`config.mk`:
```
export PLATFORM = sky130hd
export DESIGN_NAME = alu_driver
export DESIGN_NICKNAME = d
export VERILOG_FILES = /design/src/rtl/alu_pkg.sv /design/src/rtl/alu_rsp_reg.sv /design/src/rtl/alu_driver.sv
export SDC_FILE = /design/constraint.sdc
export NUM_CORES = 1
export LEC_CHECK = 0
export ABC_AREA = 0
export CAP_MARGIN = 30
export CORE_UTILIZATION = 40
export DETAILED_ROUTE_END_ITERATION = 10
export GPL_TIMING_DRIVEN = 0
export PLACE_DENSITY_LB_ADDON = 0.15
export SYNTH_ARGS = -nofsm -noshare
export SYNTH_HDL_FRONTEND = slang
export SYNTH_SLANG_ARGS = --single-unit
```
`constraint.sdc`:
```
create_clock -name clk -period 1.6 [get_ports clk]
set_clock_uncertainty 0.15 [all_clocks]
set_input_delay 0.32 -clock clk [delete_from_list [all_inputs] [get_ports clk]]
set_output_delay 0.32 -clock clk [all_outputs]
set_load 0.005 [all_outputs]
```
`src/rtl/alu_pkg.sv`:
```
// alu_pkg: opcodes, driver state encoding and illegal-opcode predicate shared by the ALU driver slice
package alu_pkg;

    localparam logic [3:0] OP_ADD = 4'b0000;
    localparam logic [3:0] OP_SUB = 4'b0001;
    localparam logic [3:0] OP_AND = 4'b0010;
    localparam logic [3:0] OP_OR  = 4'b0011;
    localparam logic [3:0] OP_XOR = 4'b0100;
    localparam logic [3:0] OP_NOT = 4'b0101;
    localparam logic [3:0] OP_SHL = 4'b0110;
    localparam logic [3:0] OP_SHR = 4'b0111;
    localparam logic [3:0] OP_ROL = 4'b1000;
    localparam logic [3:0] OP_ROR = 4'b1001;
    localparam logic [3:0] OP_INC = 4'b1010;
    localparam logic [3:0] OP_DEC = 4'b1011;
    localparam logic [3:0] OP_EQ  = 4'b1100;

    typedef enum logic [1:0] {
        S_IDLE    = 2'd0,
        S_ISSUE   = 2'd1,
        S_CAPTURE = 2'd2,
        S_RESP    = 2'd3
    } state_t;

    // everything above the compare opcode is unassigned in the team ALU
    function automatic logic is_illegal(input logic [3:0] op);
        return op > OP_EQ;
    endfunction

endpackage

```
`src/rtl/alu_rsp_reg.sv`:
```
// alu_rsp_reg: formats the sampled ALU result and holds it until the response is taken
module alu_rsp_reg
    import alu_pkg::*;
#(
    parameter int TAG_W = 2
) (
    input  logic             clk,
    input  logic             rst_n,
    input  logic             load,
    input  logic [3:0]       ctrl,
    input  logic [7:0]       alu_out,
    input  logic             alu_carry,
    input  logic [TAG_W-1:0] tag,
    output logic [7:0]       rsp_data,
    output logic             rsp_carry,
    output logic             rsp_zero,
    output logic             rsp_err,
    output logic [TAG_W-1:0] rsp_tag
);

    logic       err_d;
    logic [7:0] data_d;
    logic       carry_d;
    logic       zero_d;

    // illegal opcodes discard the ALU result; carry only means something for add/sub
    always_comb begin
        err_d   = is_illegal(ctrl);
        data_d  = err_d ? 8'h00 : ctrl == OP_EQ ? {7'b0, alu_out[0]} : alu_out;
        carry_d = !err_d && (ctrl == OP_ADD || ctrl == OP_SUB) && alu_carry;
        zero_d  = err_d || alu_out == 8'h00;
    end

    // load only on capture, so the slice holds for as long as the consumer stalls
    always_ff @(posedge clk or negedge rst_n) begin
        if (!rst_n) begin
            rsp_data  <= '0;
            rsp_carry <= 1'b0;
            rsp_zero  <= 1'b0;
            rsp_err   <= 1'b0;
            rsp_tag   <= '0;
        end else if (load) begin
            rsp_data  <= data_d;
            rsp_carry <= carry_d;
            rsp_zero  <= zero_d;
            rsp_err   <= err_d;
            rsp_tag   <= tag;
        end
    end

endmodule

```
`src/rtl/alu_driver.sv`:
```
// alu_driver: issues one command at a time to a combinational ALU and returns a tagged response
module alu_driver
    import alu_pkg::*;
#(
    parameter int TAG_W = 2
) (
    input  logic             clk,
    input  logic             rst_n,
    input  logic             cmd_valid,
    output logic             cmd_ready,
    input  logic [3:0]       cmd_ctrl,
    input  logic [7:0]       cmd_x,
    input  logic [7:0]       cmd_y,
    input  logic             cmd_chain,
    input  logic [TAG_W-1:0] cmd_tag,
    output logic [3:0]       alu_ctrl,
    output logic [7:0]       alu_x,
    output logic [7:0]       alu_y,
    input  logic [7:0]       alu_out,
    input  logic             alu_carry,
    output logic             rsp_valid,
    input  logic             rsp_ready,
    output logic [7:0]       rsp_data,
    output logic             rsp_carry,
    output logic             rsp_zero,
    output logic             rsp_err,
    output logic [TAG_W-1:0] rsp_tag
);

    state_t           state;
    state_t           state_n;
    logic [TAG_W-1:0] tag_q;
    logic [7:0]       chain_q;
    logic             load;

    // state register
    always_ff @(posedge clk or negedge rst_n) begin
        if (!rst_n) state <= S_IDLE;
        else state <= state_n;
    end

    // one cycle each to issue and settle, then hold the response until taken
    always_comb begin
        state_n = state == S_IDLE    ? (cmd_valid ? S_ISSUE : S_IDLE) :
                  state == S_ISSUE   ? S_CAPTURE :
                  state == S_CAPTURE ? S_RESP :
                  (rsp_ready ? S_IDLE : S_RESP);
    end

    // handshake and capture strobes decoded from state
    always_comb begin
        cmd_ready = state == S_IDLE;
        rsp_valid = state == S_RESP;
        load      = state == S_CAPTURE;
    end

    // register the ALU drive on accept; remember the last delivered result for chaining
    always_ff @(posedge clk or negedge rst_n) begin
        if (!rst_n) begin
            alu_ctrl <= '0;
            alu_x    <= '0;
            alu_y    <= '0;
            tag_q    <= '0;
            chain_q  <= '0;
        end else begin
            if (cmd_valid && cmd_ready) begin
                alu_ctrl <= cmd_ctrl;
                alu_x    <= cmd_chain ? chain_q : cmd_x;
                alu_y    <= cmd_y;
                tag_q    <= cmd_tag;
            end
            if (rsp_valid && rsp_ready) chain_q <= rsp_data;
        end
    end

    alu_rsp_reg #(.TAG_W(TAG_W)) u_rsp (
        .clk      (clk),
        .rst_n    (rst_n),
        .load     (load),
        .ctrl     (alu_ctrl),
        .alu_out  (alu_out),
        .alu_carry(alu_carry),
        .tag      (tag_q),
        .rsp_data (rsp_data),
        .rsp_carry(rsp_carry),
        .rsp_zero (rsp_zero),
        .rsp_err  (rsp_err),
        .rsp_tag  (rsp_tag)
    );

endmodule

```
==> results by group, run 1 <==
Logic synthesis
  • Area leader, netlist: dfrtp_1
  • Top_reg_cell synth: dfrtp_1
  • Count leader, synth: dfrtp_1
  • Async SR Flop Fraction: 100%
  • Synth top area cells: dfrtp_1, mux2_2, mux2_1, mux2i_1, a22o_1
  • Synth Cell Area: 0.00180 mm2
  • Mapped Cells: 129
  • Syn_nets: 165
  • Number of unique standard cell types used by synthesis: 24
  • Register bit total from synthesis: 45
  • Top cells by count, synth: dfrtp_1, mux2_2, a21oi_1, nor2_1
  • Synth Area per Inst: 13.9 um2
  • Sequential area share after synthesis: 62.7%
  • Syn. warnings: 0
  • EDFF count, synth: 0
  • Top cell type's share of synthesized area: 62.7%

Timing
  • Fin crit period: 1780 ps
  • Worst slew pin tran: 361 ps
  • Total Neg Setup Slack: -2870 ps
  • Period utilization: 111%
  • Final Slew Violations: 0
  • RSZ-0062 raised after global routing: true
  • Max Freq: 562 MHz
  • Fin. Hold Viols: 0
  • Final WS setup: -180 ps
  • Worst relative slew slack: 76.0%
  • Final setup vio count: 23

Setup path
  • Crit end category: register
  • CP required: 1670 ps
  • CP cell instances: buf_4, nor2_4, buf_4, buf_6, buf_6, buf_6, buf_6, buf_6, buf_6, buf_6, a21oi_4
  • Crit path DAT: 1850 ps
  • Largest stage delay on the critical path: 410 ps
  • Critical path type: reg -> reg
  • Critical path fanouts, max: 3
  • CP top delay family: buffers and inverters
  • Crit-path most repeated cell: buf_6
  • CP Launch Type: register
  • Max stage delay cell, worst path: dfrtp_1
  • Worst path bufs/invs: 9

Global routing
  • Global-route wire length before repair: 6.89 mm
  • Initial antenna violation count: 0
  • GRT Total Usage: 20.6%
  • Grt total ovfl: 0
  • Pin count of the biggest net entering global routing: 33
  • Vias in the first global route: 1435

Floorplanning
  • Chip Width: 69.0 um
  • Die extent in y: 69.0 um
  • Num ports: 71
  • Num rows: 23
  • Core area: 0.00414 mm2
  • Die ar.: 0.00476 mm2
  • Initial core utilization: 43.3%

Clocking
  • Root Buffer Master: clkbuf_8
  • Skew-Pair Late Insertion Delay: 290 ps
  • Longest Clk Path Bufs: 2
  • Num CTS Buffers: 5
  • CTS tree: done
  • Clock Sinks: 45
  • Worst-path clk slew: 80 ps
  • Total number of H-tree levels: 2

Drt
  • Vias post-DR: 1440
  • Pre-antenna DRT Iters: 4
  • First DRT Iteration DRCs: 57
  • Routed length per instance: 15.8 um
  • Via/cell ratio: 5.00
  • Final wirelength: 4.56 mm
  • Post-DRT Antenna Nets: 0
  • Post-route DRC: 0

Cells and area
  • Multi-input logic area: 723 um2
  • Layout overhead on the synthesized area: 67.5%
  • Antenna diodes: 0
  • Layout cell share with drive strength beyond 1: 31.5%
  • Fill cells: 281
  • Nets@finish: 274
  • Reg area: 0.00113 mm2

Power
  • PnR Total Power: 5420 uW
  • Lkg Pwr: 0.00145 uW
  • Maximum vdd drop: 1.08 mV
  • Power per cell area: 1800 mW/mm2

Placement
  • Buffers on Ports: 69
  • Post-DP HPWL: 2.93 mm
  • GP Congestion: 0.695

Job
  • Count of max-cap constraint violations: 0

Min path
  • Worst min path class: in -> async

Run status
  • Status: complete, but fails checks
  • Failing checks: negative setup slack
through the flow:
step / cell area (um2) / utilization (%) / setup WS [ps] / instances / hold WS [ps]
finish: 3010 / 72.6 / -180 / 288 / 318
detailed placement: 2560 / 61.9 / -298 / 249 / 99.3
floorplan: 1800 / - / 194 / 129 / -126
CTS: 2850 / 68.7 / -161 / 283 / 326
global placement: 2550 / 61.5 / -1040 / 248 / 319
global route: 3010 / 72.6 / -221 / 288 / 345
state kept, by name, indices dropped and copies added, names as in the netlist:
signal	flops
chain_q	8
u_rsp.rsp_zero	1
alu_x	8
u_rsp.rsp_carry	1
tag_q	2
state	2
alu_ctrl	4
u_rsp.rsp_err	1
alu_y	8
u_rsp.rsp_tag	2
u_rsp.rsp_data	8
layout by cell type (no fill, tap or decap), drive strengths merged:
master / count
dfrtp: 45
buf: 38
clkdlybuf4s50: 33
dlygate4sd2: 33
mux2: 24
a21oi: 11
nor2: 10
clkbuf: 10
mux2i: 8
a22o: 8
inv: 3
nand2: 3
nor4: 2
o22ai: 1
and2: 1
nor3b: 1
nand2b: 1
or2: 1
a31oi: 1
a22oi: 1
or4b: 1
o21ai: 1
dlygate4sd3: 1
cell type report:
class / instances / share of cell area (%)
clock buffers: 7 / 2.87
multi-input cells: 75 / 24.1
flip-flops and latches: 45 / 37.6
inverters: 3 / 0.375
well taps: 50 / 2.08
plain buffers: 6 / 1.96
repair buffers: 102 / 31.1
worst register-to-register path: cells and delay by family, from the launching register on:
kind / cells / cell delay, ps
AOI/OAI and AO/OA: 1 / 100
buffers and inverters: 9 / 1010
DFF: 1 / 410
and+or+nand+nor: 1 / 40
layer usage:
layer / track usage, % / vias up / routed length, um
met5: 0 / - / 0
met4: 5.10 / 0 / 71
met3: 7.57 / 9 / 286
met2: 34.8 / 49 / 2260
met1: 24.7 / 708 / 1940
li1: - / 674 / -
cell families (layout without fill, tap and decap cells):
logic type	after synthesis	count (layout)	share of synthesized area (%)
muxes	32	32	19.5
buffers and inverters	9	118	2.58
DFF	45	45	62.7
and+or+nand+nor	20	20	6.20
AOI/OAI and AO/OA	23	23	8.99
power by group:
| part | switching, uW | internal (uW) | total (uW) | leakage [uW] |
|---|---|---|---|---|
| clock | 349 | 343 | 692 | 0.0000443 |
| combinational | 999 | 1700 | 2700 | 0.000871 |
| sequential | 313 | 1710 | 2020 | 0.000539 |
worst paths after layout:
kind / startpoint / to / slack (ps) / cells after the start
min in group clk: u_rsp.rsp_carry$_DFFE_PN0N_ / u_rsp.rsp_carry$_DFFE_PN0N_ / 330 / 2
max: state[1]$_DFF_PN0_ / state[1]$_DFF_PN0_ / -180 / 11
max reg2reg: state[1]$_DFF_PN0_ / state[1]$_DFF_PN0_ / -180 / 11
max in group asynchronous: rst_n / alu_ctrl[3]$_DFFE_PN0P_ / 490 / 3
min: rst_n / alu_y[1]$_DFFE_PN0P_ / 320 / 2
min reg2reg: u_rsp.rsp_carry$_DFFE_PN0N_ / u_rsp.rsp_carry$_DFFE_PN0N_ / 330 / 2
what timing repair did:
action,CTS,global route
cloned,0,1
setup buffers,26,4
pin swaps,2,2
resized for setup,47,39
setup endpoints to repair,35,37
hold buffers,1,0
hold endpoints to repair,13,0
(Power assumes the default switching activity.)
==> run 2, diff against run 1 <==
GPL_TIMING_DRIVEN = not set   (was 0)
==> run 2 against run 1 <==
Net effect:
- the flow still finishes with violations (negative setup slack)
- clock power fell by 4.8%
- via count fell by 3.3%
- clock-buffer cell count rose by 1
- routed wire length fell by 8.7%
- power fell by 6.1%
- largest cell class unchanged
- utilization fell by 2.4 points
- register-to-register slack improved by 80 ps
- die area did not move
==> results by group, run 2 (synthesis gave the netlist of run 1 again) <==
Run status
  • Status: complete, but fails checks
  • Failing checks: negative setup slack

Timing
  • Period utilization: 106% (-5.1 points)
  • Fin crit period: 1700 ps (-81.7 ps)
  • Worst slew pin tran: 295 ps (-66.0 ps)
  • Worst relative slew slack: 80.2% (+4.2 points)
  • Fin Hold WS: 349 ps (+30.6 ps)
  • Fin. Hold Viols: 0 (unchanged)
  • Final WS setup: -98.7 ps (+81.7 ps)
  • Max Freq: 589 MHz (+4.8%)
  • Final setup vio count: 23 (unchanged)
  • Final Slew Violations: 0 (unchanged)
  • RSZ-0062 raised after global routing: true
  • Total Neg Setup Slack: -1420 ps (+1450 ps)

Setup path
  • R2R Setup Slk: -100 ps (+80 ps)
  • Crit path capture: alu_ctrl[2]$_DFFE_PN0P_
  • R2R Path End: alu_ctrl[2]$_DFFE_PN0P_
  • Critical path type: reg -> reg
  • Critical path fanouts, max: 15 (+12)
  • Crit end category: register
  • CP Launch Type: register
  • CP required: 1610 ps (-60 ps)
  • Worst r2r path cells: 5 (-6)
  • Worst Setup SP: state[0]$_DFF_PN0_
  • Crit path DAT: 1710 ps (-140 ps)
  • FF-to-FF Start: state[0]$_DFF_PN0_

Clocking
  • Longest Clk Path Bufs: 2 (unchanged)
  • Total number of H-tree levels: 2 (unchanged)
  • Root Buffer Master: clkbuf_8
  • Skew-Pair Late Insertion Delay: 280 ps (about the same)
  • Worst-path clk slew: 80 ps (about the same)
  • Num CTS Buffers: 5 (unchanged)
  • CTS tree: done
  • Clock Sinks: 45 (unchanged)

Floorplanning
  • Num rows: 23 (unchanged)
  • Die extent in y: 69.0 um (unchanged)
  • Core area: 0.00414 mm2 (unchanged)
  • Chip Width: 69.0 um (unchanged)
  • Initial core utilization: 43.3% (unchanged)
  • Num ports: 71 (unchanged)
  • Die ar.: 0.00476 mm2 (unchanged)

Drt
  • Post-DRT Antenna Nets: 0 (unchanged)
  • Via/cell ratio: 4.90 (-2.0%)
  • Final wirelength: 4.16 mm (-8.7%)
  • Routed length per instance: 14.7 um (-7.4%)
  • Pre-antenna DRT Iters: 4 (unchanged)
  • Post-route DRC: 0 (unchanged)
  • Vias post-DR: 1392 (-3.3%)
  • First DRT Iteration DRCs: 74 (+30%)

Global routing
  • Global-route wire length before repair: 6.64 mm (-3.7%)
  • Pin count of the biggest net entering global routing: 46 (+39%)
  • Grt total ovfl: 0 (unchanged)
  • GRT Total Usage: 19.2% (-1.4 points)
  • Vias in the first global route: 1375 (-4.2%)
  • Initial antenna violation count: 0 (unchanged)

Job
  • Count of max-cap constraint violations: 0 (unchanged)

Cells and area
  • Layout overhead on the synthesized area: 61.9%
  • Post-Layout Cell Count: 284 (-1.4%)
  • Nets@finish: 269 (-1.8%)
  • Most common cell after layout, fill and taps aside: dfrtp_1
  • Antenna diodes: 0 (unchanged)
  • Layout cell share with drive strength beyond 1: 28.2% (-3.3 points)
  • Most frequent cells in the layout: dfrtp_1, clkdlybuf4s50_1, dlygate4sd2_1

Placement
  • Buffers on Ports: 70 (+1.4%)
  • Worst slack, placed: -243 ps (+54.9 ps)
  • Placed cells: 252 (+1.2%)
  • Post-DP HPWL: 2.89 mm (-1.3%)
  • GP Congestion: 0.752 (+8.2%)

Power
  • Lkg Pwr: 0.00139 uW (-4.6%)
  • PnR Total Power: 5080 uW (-6.1%)
  • Maximum vdd drop: 0.799 mV (-26%)
  • Power per cell area: 1750 mW/mm2 (-2.9%)

Min path
  • Worst min path class: reg -> reg
==> run 2: changes by cell type in the layout (fill, tap and decap cells not counted), sizes merged <==
cell | previous run | this run
clkdlybuf4s15 | 0 | 1
clkbuf | 10 | 8
dlymetal6s2s | 0 | 5
clkdlybuf4s50 | 33 | 34
buf | 38 | 34
dlygate4sd2 | 33 | 28
==> run 2: layer usage <==
layer	GRT usage [%]	routed length [um]	up-vias
met5	0	0	-
met4	4.59	14	0
met3	5.43	266	2
met2	32.3	2130	40
met1	24.5	1750	682
li1	-	-	668
==> run 2: worst max-delay path: stages (launching register included) <==
cell     delay, ps
dfrtp_2        430
buf_6          130
buf_4          130
nor3b_4        220
buf_12         180
mux2_2         340
==> run 2: where the power goes <==
part,leakage (uW),switching (uW),total [uW],internal [uW]
Sequential,0.000540,297,2000,1700
Clock,0.0000395,348,659,311
Combinational,0.000808,924,2420,1500
Total,0.00139,1570,5080,3510
==> run 2: worst min path at each step <==
| stage | startpoint | slack [ps] | cells after the start | endpoint |
|---|---|---|---|---|
| 2_1_floorplan | rst_n | -130 | 0 | alu_ctrl[0]$_DFFE_PN0P_ |
| 3_3_place_gp | rst_n | 160 | 2 | state[0]$_DFF_PN0_ |
| 3_5_place_dp | rst_n | 170 | 2 | alu_x[0]$_DFFE_PN0P_ |
| 4_1_cts | u_rsp.rsp_carry$_DFFE_PN0N_ | 350 | 2 | u_rsp.rsp_carry$_DFFE_PN0N_ |
| 5_1_grt | chain_q[5]$_DFFE_PN0P_ | 370 | 1 | chain_q[5]$_DFFE_PN0P_ |
| 6_report | u_rsp.rsp_carry$_DFFE_PN0N_ | 350 | 2 | u_rsp.rsp_carry$_DFFE_PN0N_ |
==> run 2: timing repair <==
item,in CTS,in global routing
gates cloned,0,0
setup endpoints to repair,35,32
resized for setup,43,8
pin swaps,2,0
buffers inserted,23,0
hold buffers,1,0
endpoints found under the hold margin,45,0
==> run 2: final cells by class <==
class                   instances  area (um2)
multi-input cells              75         656
repair buffers                103         968
inverters                       3        11.3
well taps                      50        62.6
clock buffers                   8        80.1
flip-flops and latches         45        1130
fillers                       320        1240
==> run 2: metrics by stage <==
step	util, %	instance area [um2]
after CTS	69.4	2880
after global routing	70.1	2910
after floorplan	-	1800
after global placement	63.5	2630
after detailed placement	63.5	2630
final	70.1	2910
